$ cat src/rtl/fsk_symbol_sequencer.sv
// fsk_symbol_sequencer: serialises 16-bit UART words MSB-first into timed FSK symbols.
// Optional macro FSK_PREAMBLE_EN prepends an 8'hAA preamble to frames started from IDLE.
module fsk_symbol_sequencer #(
  parameter int SYM_CLKS     = 1200,
  parameter int LOCK_TIMEOUT = 4800,
  parameter int NBITS        = 16
) (
  input  logic             clk_12mhz_int,
  input  logic             M_RESET_B,
  input  logic [NBITS-1:0] data_in,
  input  logic             data_valid,
  input  logic             pll_locked,
  output logic             freq_select,
  output logic             wave_enable,
  output logic             busy,
  output logic             frame_done,
  output logic             overflow,
  output logic             lock_err
);

`ifdef FSK_PREAMBLE_EN
  localparam int PRE_BITS = 8;
  localparam logic [PRE_BITS-1:0] PREAMBLE = 8'hAA;
`else
  localparam int PRE_BITS = 0;
`endif
  localparam int SHW = NBITS + PRE_BITS;
  localparam int STW = $clog2(LOCK_TIMEOUT);
  localparam logic [15:0]    SYM_LAST    = 16'(SYM_CLKS - 1);
  localparam logic [STW-1:0] SETTLE_LAST = STW'(LOCK_TIMEOUT - 1);

  typedef enum logic [1:0] {IDLE, SETTLE, SYMBOL} state_t;

  state_t           state;
  logic             dv_q;
  logic             lk_meta;
  logic             lk_s;
  logic [SHW-1:0]   shreg;
  logic [4:0]       bits_left;
  logic [15:0]      sym_cnt;
  logic [STW-1:0]   settle_cnt;
  logic [NBITS-1:0] pend_word;
  logic             pend_valid;

  logic             rise;
  logic             stop_cmd;
  logic             word_cmd;
  logic             next_bit;
  logic             frame_end;
  logic             timeout;
  logic [NBITS-1:0] back_word;

  assign rise      = data_valid & ~dv_q;
  assign stop_cmd  = rise & (data_in == '0);
  assign word_cmd  = rise & (data_in != '0);
  assign next_bit  = shreg[SHW-2];
  assign frame_end = (state == SYMBOL) && (sym_cnt == 16'd0) && (bits_left == 5'd1);
  assign timeout   = (state == SETTLE) && !lk_s && (settle_cnt == SETTLE_LAST);
  // A word landing exactly on an empty frame end chains straight on instead of being stranded
  assign back_word = pend_valid ? pend_word : data_in;

  always_ff @(posedge clk_12mhz_int or negedge M_RESET_B) begin
    if (!M_RESET_B) begin
      state       <= IDLE;
      dv_q        <= 1'b0;
      lk_meta     <= 1'b0;
      lk_s        <= 1'b0;
      shreg       <= '0;
      bits_left   <= '0;
      sym_cnt     <= '0;
      settle_cnt  <= '0;
      pend_word   <= '0;
      pend_valid  <= 1'b0;
      freq_select <= 1'b0;
      wave_enable <= 1'b0;
      busy        <= 1'b0;
      frame_done  <= 1'b0;
      overflow    <= 1'b0;
      lock_err    <= 1'b0;
    end else begin
      dv_q       <= data_valid;
      lk_meta    <= pll_locked;
      lk_s       <= lk_meta;
      frame_done <= 1'b0;
      if (stop_cmd) begin
        state       <= IDLE;
        busy        <= 1'b0;
        wave_enable <= 1'b0;
        pend_valid  <= 1'b0;
      end else begin
        case (state)
          IDLE: begin
            if (word_cmd) begin
`ifdef FSK_PREAMBLE_EN
              shreg       <= {PREAMBLE, data_in};
              freq_select <= PREAMBLE[PRE_BITS-1];
`else
              shreg       <= data_in;
              freq_select <= data_in[NBITS-1];
`endif
              bits_left   <= 5'(SHW);
              settle_cnt  <= '0;
              wave_enable <= 1'b1;
              busy        <= 1'b1;
              state       <= SETTLE;
            end
          end
          SETTLE: begin
            settle_cnt <= settle_cnt + 1'b1;
            if (lk_s) begin
              sym_cnt <= SYM_LAST;
              state   <= SYMBOL;
            end else if (timeout) begin
              lock_err    <= 1'b1;
              wave_enable <= 1'b0;
              busy        <= 1'b0;
              pend_valid  <= 1'b0;
              state       <= IDLE;
            end
          end
          SYMBOL: begin
            if (sym_cnt != 16'd0) begin
              sym_cnt <= sym_cnt - 1'b1;
            end else if (bits_left > 5'd1) begin
              shreg       <= shreg << 1;
              freq_select <= next_bit;
              bits_left   <= bits_left - 1'b1;
              // Only a frequency change needs the PLL to relock
              if (next_bit != freq_select) begin
                settle_cnt <= '0;
                state      <= SETTLE;
              end else begin
                sym_cnt <= SYM_LAST;
              end
            end else if (pend_valid || word_cmd) begin
`ifdef FSK_PREAMBLE_EN
              shreg <= {back_word, {PRE_BITS{1'b0}}};
`else
              shreg <= back_word;
`endif
              freq_select <= back_word[NBITS-1];
              bits_left   <= 5'(NBITS);
              settle_cnt  <= '0;
              pend_valid  <= 1'b0;
              state       <= SETTLE;
            end else begin
              wave_enable <= 1'b0;
              busy        <= 1'b0;
              frame_done  <= 1'b1;
              state       <= IDLE;
            end
          end
          default: begin
            wave_enable <= 1'b0;
            busy        <= 1'b0;
            state       <= IDLE;
          end
        endcase
        // Placed after the case so a word arriving as the slot empties overrides the clear
        if (word_cmd && (state != IDLE) && !timeout && !(frame_end && !pend_valid)) begin
          if (!pend_valid || frame_end) begin
            pend_word  <= data_in;
            pend_valid <= 1'b1;
          end else begin
            overflow <= 1'b1;
          end
        end
      end
    end
  end

endmodule

$ cat config.mk
export PLATFORM = sky130hd
export DESIGN_NAME = fsk_symbol_sequencer
export DESIGN_NICKNAME = d
export VERILOG_FILES = /design/src/rtl/fsk_symbol_sequencer.sv
export SDC_FILE = /design/constraint.sdc
export NUM_CORES = 1
export LEC_CHECK = 0
export ABC_AREA = 1
export CORE_UTILIZATION = 43
export DETAILED_ROUTE_END_ITERATION = 8
export GPL_ROUTABILITY_DRIVEN = 0
export GPL_TIMING_DRIVEN = 0
export SLEW_MARGIN = 30
export SYNTH_ARGS = -nofsm -noshare
export SYNTH_HDL_FRONTEND = slang
export SYNTH_SLANG_ARGS = --single-unit
$ cat constraint.sdc
create_clock -name clk_12mhz_int -period 2.5 [get_ports clk_12mhz_int]
set_clock_uncertainty 0.2 [all_clocks]
set_input_delay 0.375 -clock clk_12mhz_int [delete_from_list [all_inputs] [get_ports clk_12mhz_int]]
set_output_delay 0.375 -clock clk_12mhz_int [all_outputs]
set_load 0.02 [all_outputs]
Word level (Yosys, flattened, before mapping)
Index checks and enable logic that the tools add are counted.

storage, ports and cells
  bits in registers = 76
  input port bits = 20
  output and inout port bits = 6

cells by class
  $add $sub $neg = 3
  order comparisons = 1
  equal/unequal tests = 20
  multiplexer cells = 58
  bitwise gates (word level) = 7
  reductions and logical operators = 31

operators by type and width
  operator                                                                 count
  16-bit two-way mux                                                       5
  13-bit two-way mux                                                       5
  15-bit two-way mux                                                       4
  13-bit case mux with 3 select lines                                      1
  16-bit zero test                                                         2
  16-bit case mux with 2 select lines                                      1
  16-bit nonzero test                                                      2
  15-bit case mux with 2 select lines                                      1
  1-bit two-way mux                                                        25
  3-bit inequality test, second input constant                             7
  5-bit two-way mux                                                        4
  16-bit by 1-bit subtractor with 16-bit output, second input constant     1
  2-bit two-way mux                                                        7
  13-bit by 1-bit adder with 13-bit output, second input constant          1
  13-bit equality test, second input constant                              1
  6-bit AND reduction                                                      2
  5-bit case mux with 2 select lines                                       1
  5-bit AND reduction                                                      2
  1-bit logical AND                                                        8
  4-bit AND reduction                                                      2
  2-bit inequality test, second input constant                             3
  3-bit by 1-bit inequality test with 1-bit output, second input constant  2
  2-bit case mux with 3 select lines                                       1
  3-bit AND reduction                                                      2
  other kinds (18)                                                         30

Logic depth before layout (Yosys ltp)
  word-level depth = 11
  depth in mapped cells = 14

Least setup slack after synthesis
Ideal clock, no wire load.

  path kind = reg2reg
  from = register state[1]
  to = register pend_word[10]
  setup time = 0.117 ns
  arrival = 1.645 ns
  path slack = 0.537 ns
  cell stages (with the launch flop) = 12
  period minus slack after synthesis = 1.963 ns
  cell sequence = dfrtp_1 > inv_1 > ha_1 > inv_1 > nor2_1 > nand3_1 > nor2_1 > nor3_4 > nand3_4 > buf_6 > nand2_1 > nand2_1

between the ends
  word-level cells in the longest chain between the ends = 7
  elaborated cells between the ends (all ways) = 15
  those cells by class = eq/ne: 2; reduce/logical: 13

ends and longest elaborated chain
  what                                                                                   RTL line  RTL
  start: declaration                                                                     34        state_t state;
  start signal: assignment                                                               64        state <= IDLE;
  start signal: assignment                                                               86        state <= IDLE;
  start signal: assignment                                                               105       state <= SETTLE;
  2-bit by 1-bit equality test with 1-bit output or 2-bit equality test (tied branches)  58, 57
  1-bit logical AND, on equally long branches (2 in series)                              58, 57
  1-bit zero test or 1-bit logical AND (tied branches)                                   160       if (word_cmd && (state != IDLE) && !timeout && !(frame_end && !pend_valid)) begin
  1-bit logical AND or 1-bit zero test (tied branches)                                   160
  1-bit logical AND                                                                      160
  3-bit AND reduction (no source line) *                                                 n/a
  end signal: assignment                                                                 162       pend_word <= data_in;
  end: declaration                                                                       42        logic [NBITS-1:0] pend_word;

Mark *: on every way between the ends. The rest lies on a longest branch, timed or not.
A chain may end at the register's enable or synchronous reset.

Final worst setup path
  from = register sym_cnt[0]
  to = register pend_word[7]

between the ends
  word-level cells in the longest chain between the ends = 7
  elaborated cells between the ends (all ways) = 8
  those cells by class = reduce/logical: 8

ends and longest elaborated chain
  what                                    RTL line  RTL
  start: declaration                      40        logic [15:0] sym_cnt;
  start signal: assignment                123       sym_cnt <= sym_cnt - 1'b1;
  16-bit zero test *                      57        assign frame_end = (state == SYMBOL) && (sym_cnt == 16'd0) && (bits_left == 5'd1);
  1-bit logical AND * (2 in series)       57
  1-bit logical AND                       160
  1-bit zero test                         160
  1-bit logical AND                       160
  3-bit AND reduction (no source line) *  n/a

Marked as above.

==> flow_summary_export.csv <==
group,metric,value,unit
worst_setup_path,end_kind,"register",
synthesis,ys_seq_elements,76,
synthesis,syn_area,0.004451,mm2
synthesis,yosysSeqAreaShare,42.73,%
timing,final.min_clock_period,2.338,ns
timing,setup_ws,0.1618,ns
worst_setup_path,critPathArrivalTime,2.39,ns
routing,drc,0,
final_layout,final_core_util,51.28,%
timing,slew_headroom,65.27,%
floorplan,start_util,44.91,%
final_layout,final_common_cell,"nand2_1",
grt,antenna_found_initial,0,
grt,grt-ovfl-total,0,
routing,avgViaCountPerCell,5.201,
final_layout,fillCellCount,1006,
timing,holdWs,0.1502,ns
power,pwr_density_cell,967.3,mW/mm2
routing,routed_wl,10910,um
final_layout,antennaDiodeCount,0,
synthesis,ys_types,34,
place,detailed_place_hpwl,7688,um
floorplan,die-height,103.7,um
clocking,cts_made_buffers,9,
floorplan,die_w,103.7,um
floorplan,pin_count,26,
power,ir_drop,0.0004433,V
clocking,cts_root_buf,"clkbuf_8",
clocking,cts_tree,"built",
worst_setup_path,startpoint_type,"register",
timing,fin_setup_tns,0,ns
synthesis,synthCells,616,
timing,setup_viol,0,
grt,first_global_vias,3991,
worst_hold_path,min_path_type,"register to register",
place,io_buffer_count,25,
timing,rsz0062_at_grt,"false",
grt,grt_max_degree,44,
routing,drt_iter0_markers,213,
final_layout,syn_to_final_growth,14.17,%
synthesis,syn_nets,645,
synthesis,yosys_warnings,0,
timing,timing.final.max_slew_violations,0,
routing,ant_nets,0,
final_layout,drive_gt1_share,8.346,%
floorplan,core_area,0.009910,mm2
power,power,4.915,mW
clocking,clkTransAtPathRegs,0.07,ns
final_layout,final_area,0.005081,mm2
clocking,insertion_delay,0.37,ns
worst_setup_path,critPathKind,"register to register",
routing,num_vias,4119,
power,p_leak,2.535,nW
job,maxCapViolCount,0,
timing,fin_crit_sh,93.53,%
final_layout,fin_nets,685,
timing,hold_viol,0,
status,status,"completed",
grt,grt_usage,21.92,%
place,pre_cts_slack,-0.1429,ns
clocking,clock_sinks,76,
worst_setup_path,cp.required,2.55,ns
clocking,ctsLongestPathBuffers,2,
place,placed_area,0.004896,mm2
final_layout,fin_cells,792,
grt,grt_pass1_wl,18820,um
timing,worst_slew_pin_slew,0.5210,ns
floorplan,die-area,0.01076,mm2
place,numPlacedInstances,775,
floorplan,row_count,36,
final_layout,mostFrequentLayoutCells,"nand2_1 (204), nor2_1 (93), dfrtp_1 (76)",
worst_setup_path,path_max_fanout,10,
routing,avgRoutedWirePerCell,13.78,um
routing,dr.pass1.iters,5,
timing,max_freq,427.7,MHz
clocking,htree_levels,3,
synthesis,syn_area_per_cell,7.225,um2
[where the power goes]
part	internal [mW]	switching (mW)
Sequential	1.59	0.253
Clock	0.372	0.465
Combinational	0.792	1.44
[state kept, by name, indices dropped and copies added, names as in the netlist]
register	cells
lock_err	1
freq_select	1
lk_meta	1
busy	1
pend_word	16
settle_cnt	13
bits_left	5
pend_valid	1
sym_cnt	16
shreg	15
lk_s	1
frame_done	1
state	2
overflow	1
dv_q	1
[final cells by class]
| class | instances | area [um2] | area share (%) |
|---|---|---|---|
| Multi-Input combinational cell | 469 | 2238 | 44.05 |
| Sequential cell | 76 | 1902 | 37.43 |
| Timing Repair Buffer | 29 | 304.0 | 5.984 |
| Inverter | 49 | 183.9 | 3.620 |
| Tap cell | 133 | 166.4 | 3.275 |
| Clock buffer | 11 | 141.4 | 2.783 |
| Buffer | 22 | 130.1 | 2.561 |
| Clock inverter | 3 | 15.01 | 0.2955 |
[kinds of logic after synthesis]
logic type	count (synthesis)	synth area share [%]
simple gates	400	38.88
fa+ha+maj	9	2.530
buf+inv	71	7.028
mux	1	0.2249
compound gates	49	6.635
flops	76	42.73
xor+xnor	10	1.968
[critical path, stage by stage (launching register included)]
cell and delay [ns]:
dfrtp_1 0.39, inv_1 0.18, ha_1 0.24, nand2_1 0.08, nor2_2 0.14, nand3_2 0.16, o21ai_4 0.34, nand3_4 0.19
buf_6 0.19, nand2_1 0.06, nand2_1 0.05
[synthesized netlist by cell type]
master | n | share of area (%)
nor2_2 | 5 | 0.70
nor3_4 | 1 | 0.37
nor3_1 | 3 | 0.34
nor4_1 | 1 | 0.14
buf_2 | 10 | 1.1
o21ai_0 | 21 | 2.4
o21bai_1 | 2 | 0.34
nor2_1 | 93 | 7.8
nor2_4 | 2 | 0.51
buf_1 | 1 | 0.084
inv_1 | 48 | 4.0
o22ai_1 | 15 | 2.1
nand3_2 | 1 | 0.22
xor2_1 | 8 | 1.6
inv_2 | 1 | 0.084
nand4_1 | 31 | 4.4
nand2_2 | 4 | 0.56
nand3_1 | 48 | 5.4
a22oi_1 | 1 | 0.17
dfrtp_1 | 76 | 43
nand3_4 | 1 | 0.39
or2_2 | 3 | 0.42
xnor2_1 | 2 | 0.39
nand2_1 | 205 | 17
clkbuf_1 | 4 | 0.34
ha_1 | 9 | 2.5
a21o_1 | 5 | 0.84
mux2i_1 | 1 | 0.22
buf_6 | 2 | 0.51
o21ai_1 | 2 | 0.22
buf_4 | 5 | 0.84
o21ai_4 | 1 | 0.37
nand3b_1 | 2 | 0.34
a21oi_1 | 2 | 0.22
[worst paths after layout]
kind / start / endpoint / slack [ns] / cells after the start
worst min register to register: lk_meta / lk_s / 0.15 / 0
worst max-delay path: sym_cnt[0] / pend_word[7] / 0.16 / 10
max in group asynchronous: M_RESET_B / shreg[1] / 1.31 / 3
worst min-delay path: lk_meta / lk_s / 0.15 / 0
min in group asynchronous: M_RESET_B / sym_cnt[13] / 0.26 / 2
worst max register to register: sym_cnt[0] / pend_word[7] / 0.16 / 10
[repair_timing]
item / 4_1_cts / 5_1_grt
buffers inserted: 0 / 2
hold buffers: 1 / 0
setup endpoints to repair: 0 / 20
endpoints found under the hold margin: 33 / 0
gates resized for setup: 0 / 3
[metal layers]
layer  routed length [um]  share of wire, %  global-route usage, %
met5                    0                 0                      0
met4                  260               2.4                  11.84
met3                  383               3.5                  2.706
met2                 5131                47                  36.43
met1                 5135                47                  27.84
Power figures use the tool's default switching activity.
